`config.mk`:
```
export PLATFORM = sky130hd
export DESIGN_NAME = sram_port_arbiter_flat
export DESIGN_NICKNAME = d
export VERILOG_FILES = /design/src/rtl/sram_port_arbiter_pkg.sv /design/src/rtl/sram_port_arbiter_if.sv /design/src/rtl/sram_port_arbiter_addr_map.sv /design/src/rtl/sram_port_arbiter.sv /design/src/flat_wrapper.sv
export SDC_FILE = /design/constraint.sdc
export NUM_CORES = 1
export LEC_CHECK = 0
export BUFFER_PORTS_ARGS = -buffer_cell sky130_fd_sc_hd__buf_2
export CORE_ASPECT_RATIO = 0.5
export CORE_MARGIN = 8
export CORE_UTILIZATION = 50
export DETAILED_ROUTE_END_ITERATION = 12
export PLACE_DENSITY = 0.85
export SLEW_MARGIN = 10
export SYNTH_ARGS = -nofsm -noshare
export SYNTH_HDL_FRONTEND = slang
export SYNTH_SLANG_ARGS = --single-unit
```
`constraint.sdc`:
```
create_clock -name clk -period 3.47 [get_ports clk]
set_input_delay 0.1735 -clock clk [delete_from_list [all_inputs] [get_ports clk]]
set_output_delay 0.1735 -clock clk [all_outputs]
set_load 0.02 [all_outputs]
```
`src/rtl/sram_port_arbiter_pkg.sv`:
```
// rtl/sram_port_arbiter_pkg.sv - shared types and constants for the SRAM port arbiter
// Package sram_arb_pkg: FSM state encoding, default region offsets, timeout error word.
package sram_arb_pkg;

    typedef enum logic [1:0] {
        ST_IDLE   = 2'd0,
        ST_BUSY_I = 2'd1,
        ST_BUSY_D = 2'd2,
        ST_GAP    = 2'd3
    } arb_state_t;

    localparam logic [31:0] IMEM_OFS_DEF = 32'h0000_0001;
    localparam logic [31:0] DMEM_OFS_DEF = 32'h0040_0001;
    localparam logic [31:0] ERR_WORD     = 32'hDEAD_BEEF;

endpackage

```
`src/rtl/sram_port_arbiter_if.sv`:
```
// rtl/sram_port_arbiter_if.sv - bus bundle between CPU requesters, arbiter and SRAM controller
// Signals: fetch port (if_*), data port (d_*), controller port (sram_*), arb_err.
// Modports: slave = arbiter view, master = CPU/controller view.
interface sram_port_arbiter_if #(
    parameter int DATA_W = 32,
    parameter int ADDR_W = 32
);
    logic              if_req;
    logic [ADDR_W-1:0] if_addr;
    logic [DATA_W-1:0] if_rdata;
    logic              if_done;

    logic              d_req;
    logic              d_we;
    logic [ADDR_W-1:0] d_addr;
    logic [DATA_W-1:0] d_wdata;
    logic [DATA_W-1:0] d_rdata;
    logic              d_done;

    logic              sram_en;
    logic              sram_wr;
    logic [ADDR_W-1:0] sram_addr;
    logic [DATA_W-1:0] sram_wdata;
    logic [DATA_W-1:0] sram_rdata;
    logic              sram_read_done;
    logic              sram_write_done;

    logic              arb_err;

    modport slave (
        input  if_req, if_addr, d_req, d_we, d_addr, d_wdata,
        input  sram_rdata, sram_read_done, sram_write_done,
        output if_rdata, if_done, d_rdata, d_done,
        output sram_en, sram_wr, sram_addr, sram_wdata, arb_err
    );

    modport master (
        output if_req, if_addr, d_req, d_we, d_addr, d_wdata,
        output sram_rdata, sram_read_done, sram_write_done,
        input  if_rdata, if_done, d_rdata, d_done,
        input  sram_en, sram_wr, sram_addr, sram_wdata, arb_err
    );

endinterface

```
`src/rtl/sram_port_arbiter_addr_map.sv`:
```
// rtl/sram_port_arbiter_addr_map.sv - word address to controller halfword address mapping
// Ports: addr (word address in), mapped ((addr<<1)+OFS, wraps at ADDR_W bits).
module sram_addr_map #(
    parameter int              ADDR_W = 32,
    parameter logic [ADDR_W-1:0] OFS  = '0
) (
    input  logic [ADDR_W-1:0] addr,
    output logic [ADDR_W-1:0] mapped
);

    assign mapped = (addr << 1) + OFS;

endmodule

```
`src/rtl/sram_port_arbiter.sv`:
```
// rtl/sram_port_arbiter.sv - two-port (fetch/data) arbiter in front of a single SRAM controller
// Ports: clk, rst (async active-low), bus (sram_port_arbiter_if.slave: fetch, data,
// controller and arb_err signals). Optional macro ARB_TIMEOUT_EN adds a BUSY watchdog.
module sram_port_arbiter
    import sram_arb_pkg::*;
#(
    parameter int                DATA_W   = 32,
    parameter int                ADDR_W   = 32,
    parameter logic [ADDR_W-1:0] IMEM_OFS = IMEM_OFS_DEF,
    parameter logic [ADDR_W-1:0] DMEM_OFS = DMEM_OFS_DEF
`ifdef ARB_TIMEOUT_EN
    ,
    parameter int                TMO_CYC  = 4096
`endif
) (
    input  logic                 clk,
    input  logic                 rst,
    sram_port_arbiter_if.slave   bus
);

    arb_state_t        state;
    logic              sram_en_q;
    logic              sram_wr_q;
    logic [ADDR_W-1:0] sram_addr_q;
    logic [DATA_W-1:0] sram_wdata_q;
    logic [DATA_W-1:0] if_rdata_q;
    logic [DATA_W-1:0] d_rdata_q;
    logic              if_done_q;
    logic              d_done_q;
    logic              arb_err_q;

    logic [ADDR_W-1:0] if_mapped;
    logic [ADDR_W-1:0] d_mapped;
    logic              complete;

    sram_addr_map #(.ADDR_W(ADDR_W), .OFS(IMEM_OFS)) u_if_map (
        .addr   (bus.if_addr),
        .mapped (if_mapped)
    );

    sram_addr_map #(.ADDR_W(DATA_W == DATA_W ? ADDR_W : ADDR_W), .OFS(DMEM_OFS)) u_d_map (
        .addr   (bus.d_addr),
        .mapped (d_mapped)
    );

    // Only the done pulse matching the latched direction ends a transaction.
    assign complete = sram_wr_q ? bus.sram_write_done : bus.sram_read_done;

`ifdef ARB_TIMEOUT_EN
    logic [15:0] tmo_cnt;
`endif

    always_ff @(posedge clk or negedge rst) begin
        if (!rst) begin
            state        <= ST_IDLE;
            sram_en_q    <= 1'b0;
            sram_wr_q    <= 1'b0;
            sram_addr_q  <= '0;
            sram_wdata_q <= '0;
            if_rdata_q   <= '0;
            d_rdata_q    <= '0;
            if_done_q    <= 1'b0;
            d_done_q     <= 1'b0;
            arb_err_q    <= 1'b0;
`ifdef ARB_TIMEOUT_EN
            tmo_cnt      <= '0;
`endif
        end else begin
            if_done_q <= 1'b0;
            d_done_q  <= 1'b0;
            case (state)
                ST_IDLE: begin
                    // Data wins: the stalled instruction is the one waiting on it.
                    if (bus.d_req) begin
                        state        <= ST_BUSY_D;
                        sram_en_q    <= 1'b1;
                        sram_wr_q    <= bus.d_we;
                        sram_addr_q  <= d_mapped;
                        sram_wdata_q <= bus.d_wdata;
`ifdef ARB_TIMEOUT_EN
                        tmo_cnt      <= '0;
`endif
                    end else if (bus.if_req) begin
                        state        <= ST_BUSY_I;
                        sram_en_q    <= 1'b1;
                        sram_wr_q    <= 1'b0;
                        sram_addr_q  <= if_mapped;
                        sram_wdata_q <= bus.d_wdata;
`ifdef ARB_TIMEOUT_EN
                        tmo_cnt      <= '0;
`endif
                    end
                end
                ST_BUSY_I, ST_BUSY_D: begin
                    if (complete) begin
                        state     <= ST_GAP;
                        sram_en_q <= 1'b0;
                        if (state == ST_BUSY_I) begin
                            if_done_q  <= 1'b1;
                            if_rdata_q <= bus.sram_rdata;
                        end else begin
                            d_done_q <= 1'b1;
                            if (!sram_wr_q) begin
                                d_rdata_q <= bus.sram_rdata;
                            end
                        end
                    end
`ifdef ARB_TIMEOUT_EN
                    else if (tmo_cnt == 16'(TMO_CYC - 1)) begin
                        state     <= ST_GAP;
                        sram_en_q <= 1'b0;
                        arb_err_q <= 1'b1;
                        if (state == ST_BUSY_I) begin
                            if_done_q  <= 1'b1;
                            if_rdata_q <= DATA_W'(ERR_WORD);
                        end else begin
                            d_done_q  <= 1'b1;
                            d_rdata_q <= DATA_W'(ERR_WORD);
                        end
                    end else begin
                        tmo_cnt <= tmo_cnt + 16'd1;
                    end
`endif
                end
                // GAP plus the following IDLE cycle keep sram_en low for two cycles
                // so the controller's edge detectors re-arm.
                ST_GAP: begin
                    state <= ST_IDLE;
                end
                default: begin
                    state <= ST_IDLE;
                end
            endcase
        end
    end

    assign bus.sram_en    = sram_en_q;
    assign bus.sram_wr    = sram_wr_q;
    assign bus.sram_addr  = sram_addr_q;
    assign bus.sram_wdata = sram_wdata_q;
    assign bus.if_rdata   = if_rdata_q;
    assign bus.d_rdata    = d_rdata_q;
    assign bus.if_done    = if_done_q;
    assign bus.d_done     = d_done_q;
    assign bus.arb_err    = arb_err_q;

endmodule

```
`src/flat_wrapper.sv`:
```
// flat-port wrapper written by rule: the top's interface ports become plain ports
module sram_port_arbiter_flat import sram_arb_pkg::*;
#(
    parameter int                DATA_W   = 32,
    parameter int                ADDR_W   = 32,
    parameter logic [ADDR_W-1:0] IMEM_OFS = IMEM_OFS_DEF,
    parameter logic [ADDR_W-1:0] DMEM_OFS = DMEM_OFS_DEF

)
  (clk, rst, bus_if_req, bus_if_addr, bus_d_req, bus_d_we, bus_d_addr, bus_d_wdata, bus_sram_rdata, bus_sram_read_done, bus_sram_write_done, bus_if_rdata, bus_if_done, bus_d_rdata, bus_d_done, bus_sram_en, bus_sram_wr, bus_sram_addr, bus_sram_wdata, bus_arb_err);
  sram_port_arbiter_if #(.DATA_W(DATA_W), .ADDR_W(ADDR_W)) bus_i ();
  input  logic clk;
  input  logic rst;
  input wire logic [$bits(bus_i.if_req)-1:0] bus_if_req;
  input wire logic [$bits(bus_i.if_addr)-1:0] bus_if_addr;
  input wire logic [$bits(bus_i.d_req)-1:0] bus_d_req;
  input wire logic [$bits(bus_i.d_we)-1:0] bus_d_we;
  input wire logic [$bits(bus_i.d_addr)-1:0] bus_d_addr;
  input wire logic [$bits(bus_i.d_wdata)-1:0] bus_d_wdata;
  input wire logic [$bits(bus_i.sram_rdata)-1:0] bus_sram_rdata;
  input wire logic [$bits(bus_i.sram_read_done)-1:0] bus_sram_read_done;
  input wire logic [$bits(bus_i.sram_write_done)-1:0] bus_sram_write_done;
  output wire logic [$bits(bus_i.if_rdata)-1:0] bus_if_rdata;
  output wire logic [$bits(bus_i.if_done)-1:0] bus_if_done;
  output wire logic [$bits(bus_i.d_rdata)-1:0] bus_d_rdata;
  output wire logic [$bits(bus_i.d_done)-1:0] bus_d_done;
  output wire logic [$bits(bus_i.sram_en)-1:0] bus_sram_en;
  output wire logic [$bits(bus_i.sram_wr)-1:0] bus_sram_wr;
  output wire logic [$bits(bus_i.sram_addr)-1:0] bus_sram_addr;
  output wire logic [$bits(bus_i.sram_wdata)-1:0] bus_sram_wdata;
  output wire logic [$bits(bus_i.arb_err)-1:0] bus_arb_err;
  assign bus_i.if_req = bus_if_req;
  assign bus_i.if_addr = bus_if_addr;
  assign bus_i.d_req = bus_d_req;
  assign bus_i.d_we = bus_d_we;
  assign bus_i.d_addr = bus_d_addr;
  assign bus_i.d_wdata = bus_d_wdata;
  assign bus_i.sram_rdata = bus_sram_rdata;
  assign bus_i.sram_read_done = bus_sram_read_done;
  assign bus_i.sram_write_done = bus_sram_write_done;
  assign bus_if_rdata = bus_i.if_rdata;
  assign bus_if_done = bus_i.if_done;
  assign bus_d_rdata = bus_i.d_rdata;
  assign bus_d_done = bus_i.d_done;
  assign bus_sram_en = bus_i.sram_en;
  assign bus_sram_wr = bus_i.sram_wr;
  assign bus_sram_addr = bus_i.sram_addr;
  assign bus_sram_wdata = bus_i.sram_wdata;
  assign bus_arb_err = bus_i.arb_err;
  sram_port_arbiter #(.DATA_W(DATA_W), .ADDR_W(ADDR_W), .IMEM_OFS(IMEM_OFS), .DMEM_OFS(DMEM_OFS)) u_core (.clk(clk), .rst(rst), .bus(bus_i));
endmodule
```
==> qor.yml <==
synthesis:
  synth_most_common_cell: "dfrtp_1"
  synthFlopType: "dfrtp_1"
  synth.area.top_cells: "dfrtp_1 (59%), mux2_2 (13%), mux2_4 (8.2%), mux2i_1 (4.2%), o21ai_0 (2.3%)"
  synth-edff-count: 0
  async_flop_share_pct: 100.0
  synth_cells: 408
  netlist.area_leader.share_pct: 58.73
  synth_nets: 546
  syn_area_per_cell_sq_um: 13.99
  synth_cell_types: 44
  yosysWarnings: 1
  yosysSeqAreaShare_pct: 58.73
  synthTopCellsByCount: "dfrtp_1 (134), mux2_2 (65), mux2_4 (31)"
  yosysTopAreaCell: "dfrtp_1"
  synth-seq-cells: 134
  post_synth_instance_area_sq_mm: 0.005709
floorplan:
  io_pins: 268
  fp.dieW_microns: 167.1
  row_count: 27
  core_sq_mm: 0.01105
  die_area_sq_mm: 0.01530
  die_height_microns: 91.56
  initial_core_util_pct: 51.68
power_and_ir_drop:
  swShare_pct: 38.64
  switching_power_w: 0.003252
  p_per_area_mw_per_mm2: 1060
  p_comb_share_pct: 45.0
  pwr-share-clk_pct: 22.1
  irDropWorstVdd_v: 0.0004377
  p_leak_nw: 4.013
  internal_power_w: 0.005163
  seq_power_share_pct: 32.9
timing:
  period_share_pct: 71.29
  hold_viol: 0
  setup_tns_ps: 0
  drv_slew: 0
  fin_skew_ps: 10.72
  relSlewSlack_pct: 30.06
  min_period_ps: 2474
  layout_setup_ws_ps: 996.2
  holdWs_ps: 11.33
  tightest_slew_ps: 1045
  rsz0062_at_grt: "no"
  max_freq_ghz: 0.4042
  setup_viol: 0
final_layout:
  finalNetCount: 829
  fillCellCount: 793
  area_growth_pct: 39.03
  layout.cells.non_filler: 849
  drive_gt1_share_pct: 57.33
placed_design:
  place_ws_ps: 1036
  dp_hpwl_microns: 11390
  place.gp.congestion: 0.7668
  place.port_buffers: 264
  dpl.cell_count: 800
detailed_routing:
  wl_microns: 15540
  vias: 4307
  ant_nets: 0
  avgRoutedWirePerCell_microns: 18.30
  firstDrtPassIters: 5
  drt_first_iter_violations: 252
  drc_errors: 0
  via_per_inst: 5.073
clock_tree:
  clkSinkCount: 134
  ctsRootBufferMaster: "clkbuf_16"
  numCtsBuffers: 17
  clk_pin_slew_ps: 60
  cts_tree: "yes"
  cts_max_level: 4
  cts_setup_buffers: 0
  clockBufferDepth: 2
  clock_latency_ps: 400
global_route:
  grt_pass1_vias: 4785
  grt_pass1_wl_microns: 24830
  grt_antenna_before_repair: 1
  groute.usage.overall_pct: 20.17
  grt.overflow.total: 0
  grt_max_degree: 64
critical_path:
  crit_type: "flip-flop to flip-flop"
  endpoint_kind: "flip-flop"
  cp.required_ps: 3740
  cp_data_arrival_time_ps: 2750
  startpoint_type: "flip-flop"
  path_max_fanout: 43
  rr_worst_depth: 5
flow_run:
  cap_viol_max_count: 0
min_path:
  hold_path_class: "input port to flip-flop"
  hold_depth: 2
outcome:
  status: "complete, no violations"
[metrics by stage]
stage | instance area (sq um) | total power [W] | util, %
detailed placement | 7149 | 0.006577 | 64.72
global placement | 7149 | 0.006424 | 64.72
CTS | 7915 | 0.008500 | 71.65
global route | 7938 | 0.008867 | 71.85
finish | 7938 | 0.008415 | 71.85
floorplan | 5709 | 0.005287 | -
[what timing repair did]
item                                    in CTS  in global routing
resized for setup                            0                  0
hold buffers                                15                  2
endpoints found under the hold margin       65                  2
endpoints found under the setup margin       0                  0
[routing by layer]
| layer | track usage, % | vias up | part of all wire, % |
|---|---|---|---|
| met5 | 0 | - | 0 |
| met4 | 7.893 | 0 | 2.3 |
| met3 | 4.793 | 28 | 4.3 |
| met2 | 39.43 | 149 | 56 |
| met1 | 20.62 | 2105 | 37 |
| li1 | - | 2025 | - |
[power groups by stage]
stage	clock [W]	sequential, W	combinational [W]
after floorplan	0	0.00372	0.00157
after global placement	0	0.00272	0.00370
after detailed placement	0	0.00277	0.00381
after CTS	0.00189	0.00277	0.00384
after global routing	0.00196	0.00286	0.00405
final	0.00186	0.00277	0.00379
[cell usage in the layout, fill, tap and decap left out, types with 2 or more instances in the layout]
cell type and instances:
inv_1 6, mux2i_1 24, bufinv_16 3, nand3b_1 3
nor2b_1 3, a221oi_1 3, xor2_1 2, clkinvlp_4 2
nor2_1 4, o21ai_0 26, mux2_2 65, dfrtp_1 134
or4_1 3, nand2_1 30, clkinv_4 3, nand4_1 3
a211oi_1 2, a21oi_1 3, and4b_1 3, clkbuf_8 3
nand2b_1 2, clkbuf_16 17, nand3_1 8, dlygate4sd3_1 17
buf_12 2, buf_2 263, o221ai_1 2, ha_1 3
or3_1 3, and3_1 2, mux2_4 31, o2111ai_1 2
o211ai_1 2, buf_4 6
[logic make-up after synthesis]
kind of cell	count (synthesis)	synth area share, %
flops	134	58.73
mux	121	25.38
simple gates	68	6.443
compound gates	48	5.260
buf+inv	31	3.156
fa+ha+maj	3	0.6575
xor+xnor	2	0.3069
other cells	1	0.06568
[cell type report]
type | instances | area [sq um] | share of cell area, %
Inverter | 7 | 26.28 | 0.3310
Clock inverter | 10 | 145.1 | 1.828
Tap cell | 145 | 181.4 | 2.286
Sequential cell | 134 | 3353 | 42.24
Antenna cell | 1 | 2.502 | 0.03153
Multi-Input combinational cell | 243 | 2187 | 27.55
Timing Repair Buffer | 288 | 1572 | 19.80
Clock buffer | 21 | 470.5 | 5.927
[worst max-delay path: stages (launching register included)]
cell and delay (ps):
dfrtp_1 360, inv_1 100, ha_1 650, o21ai_4 470
buf_4 410, mux2_2 340
[registers in the layout (all words and copies together), names as in the netlist]
register,count
u_core.bus.if_rdata,32
u_core.state,2
u_core.bus.sram_addr,32
u_core.bus.d_rdata,32
u_core.bus.sram_wdata,32
u_core.bus.sram_en,1
u_core.bus.if_done,1
u_core.bus.sram_wr,1
u_core.bus.d_done,1
[worst paths after layout]
kind	start	endpoint	slack [ps]
max	u_core.state[1]$_DFFE_PN0P_	u_core.bus.sram_wdata[2]$_DFFE_PN0P_	1000
min	bus_d_wdata[20]	u_core.bus.sram_wdata[20]$_DFFE_PN0P_	10
max reg2reg	u_core.state[1]$_DFFE_PN0P_	u_core.bus.sram_wdata[2]$_DFFE_PN0P_	1000
min reg2reg	u_core.bus.sram_addr[23]$_DFFE_PN0P_	u_core.bus.sram_addr[23]$_DFFE_PN0P_	470
max in group asynchronous	rst	u_core.bus.d_rdata[7]$_DFFE_PN0P_	2330
min in group asynchronous	rst	u_core.bus.sram_addr[21]$_DFFE_PN0P_	360
Note: power is estimated with default switching activity, not from simulation.
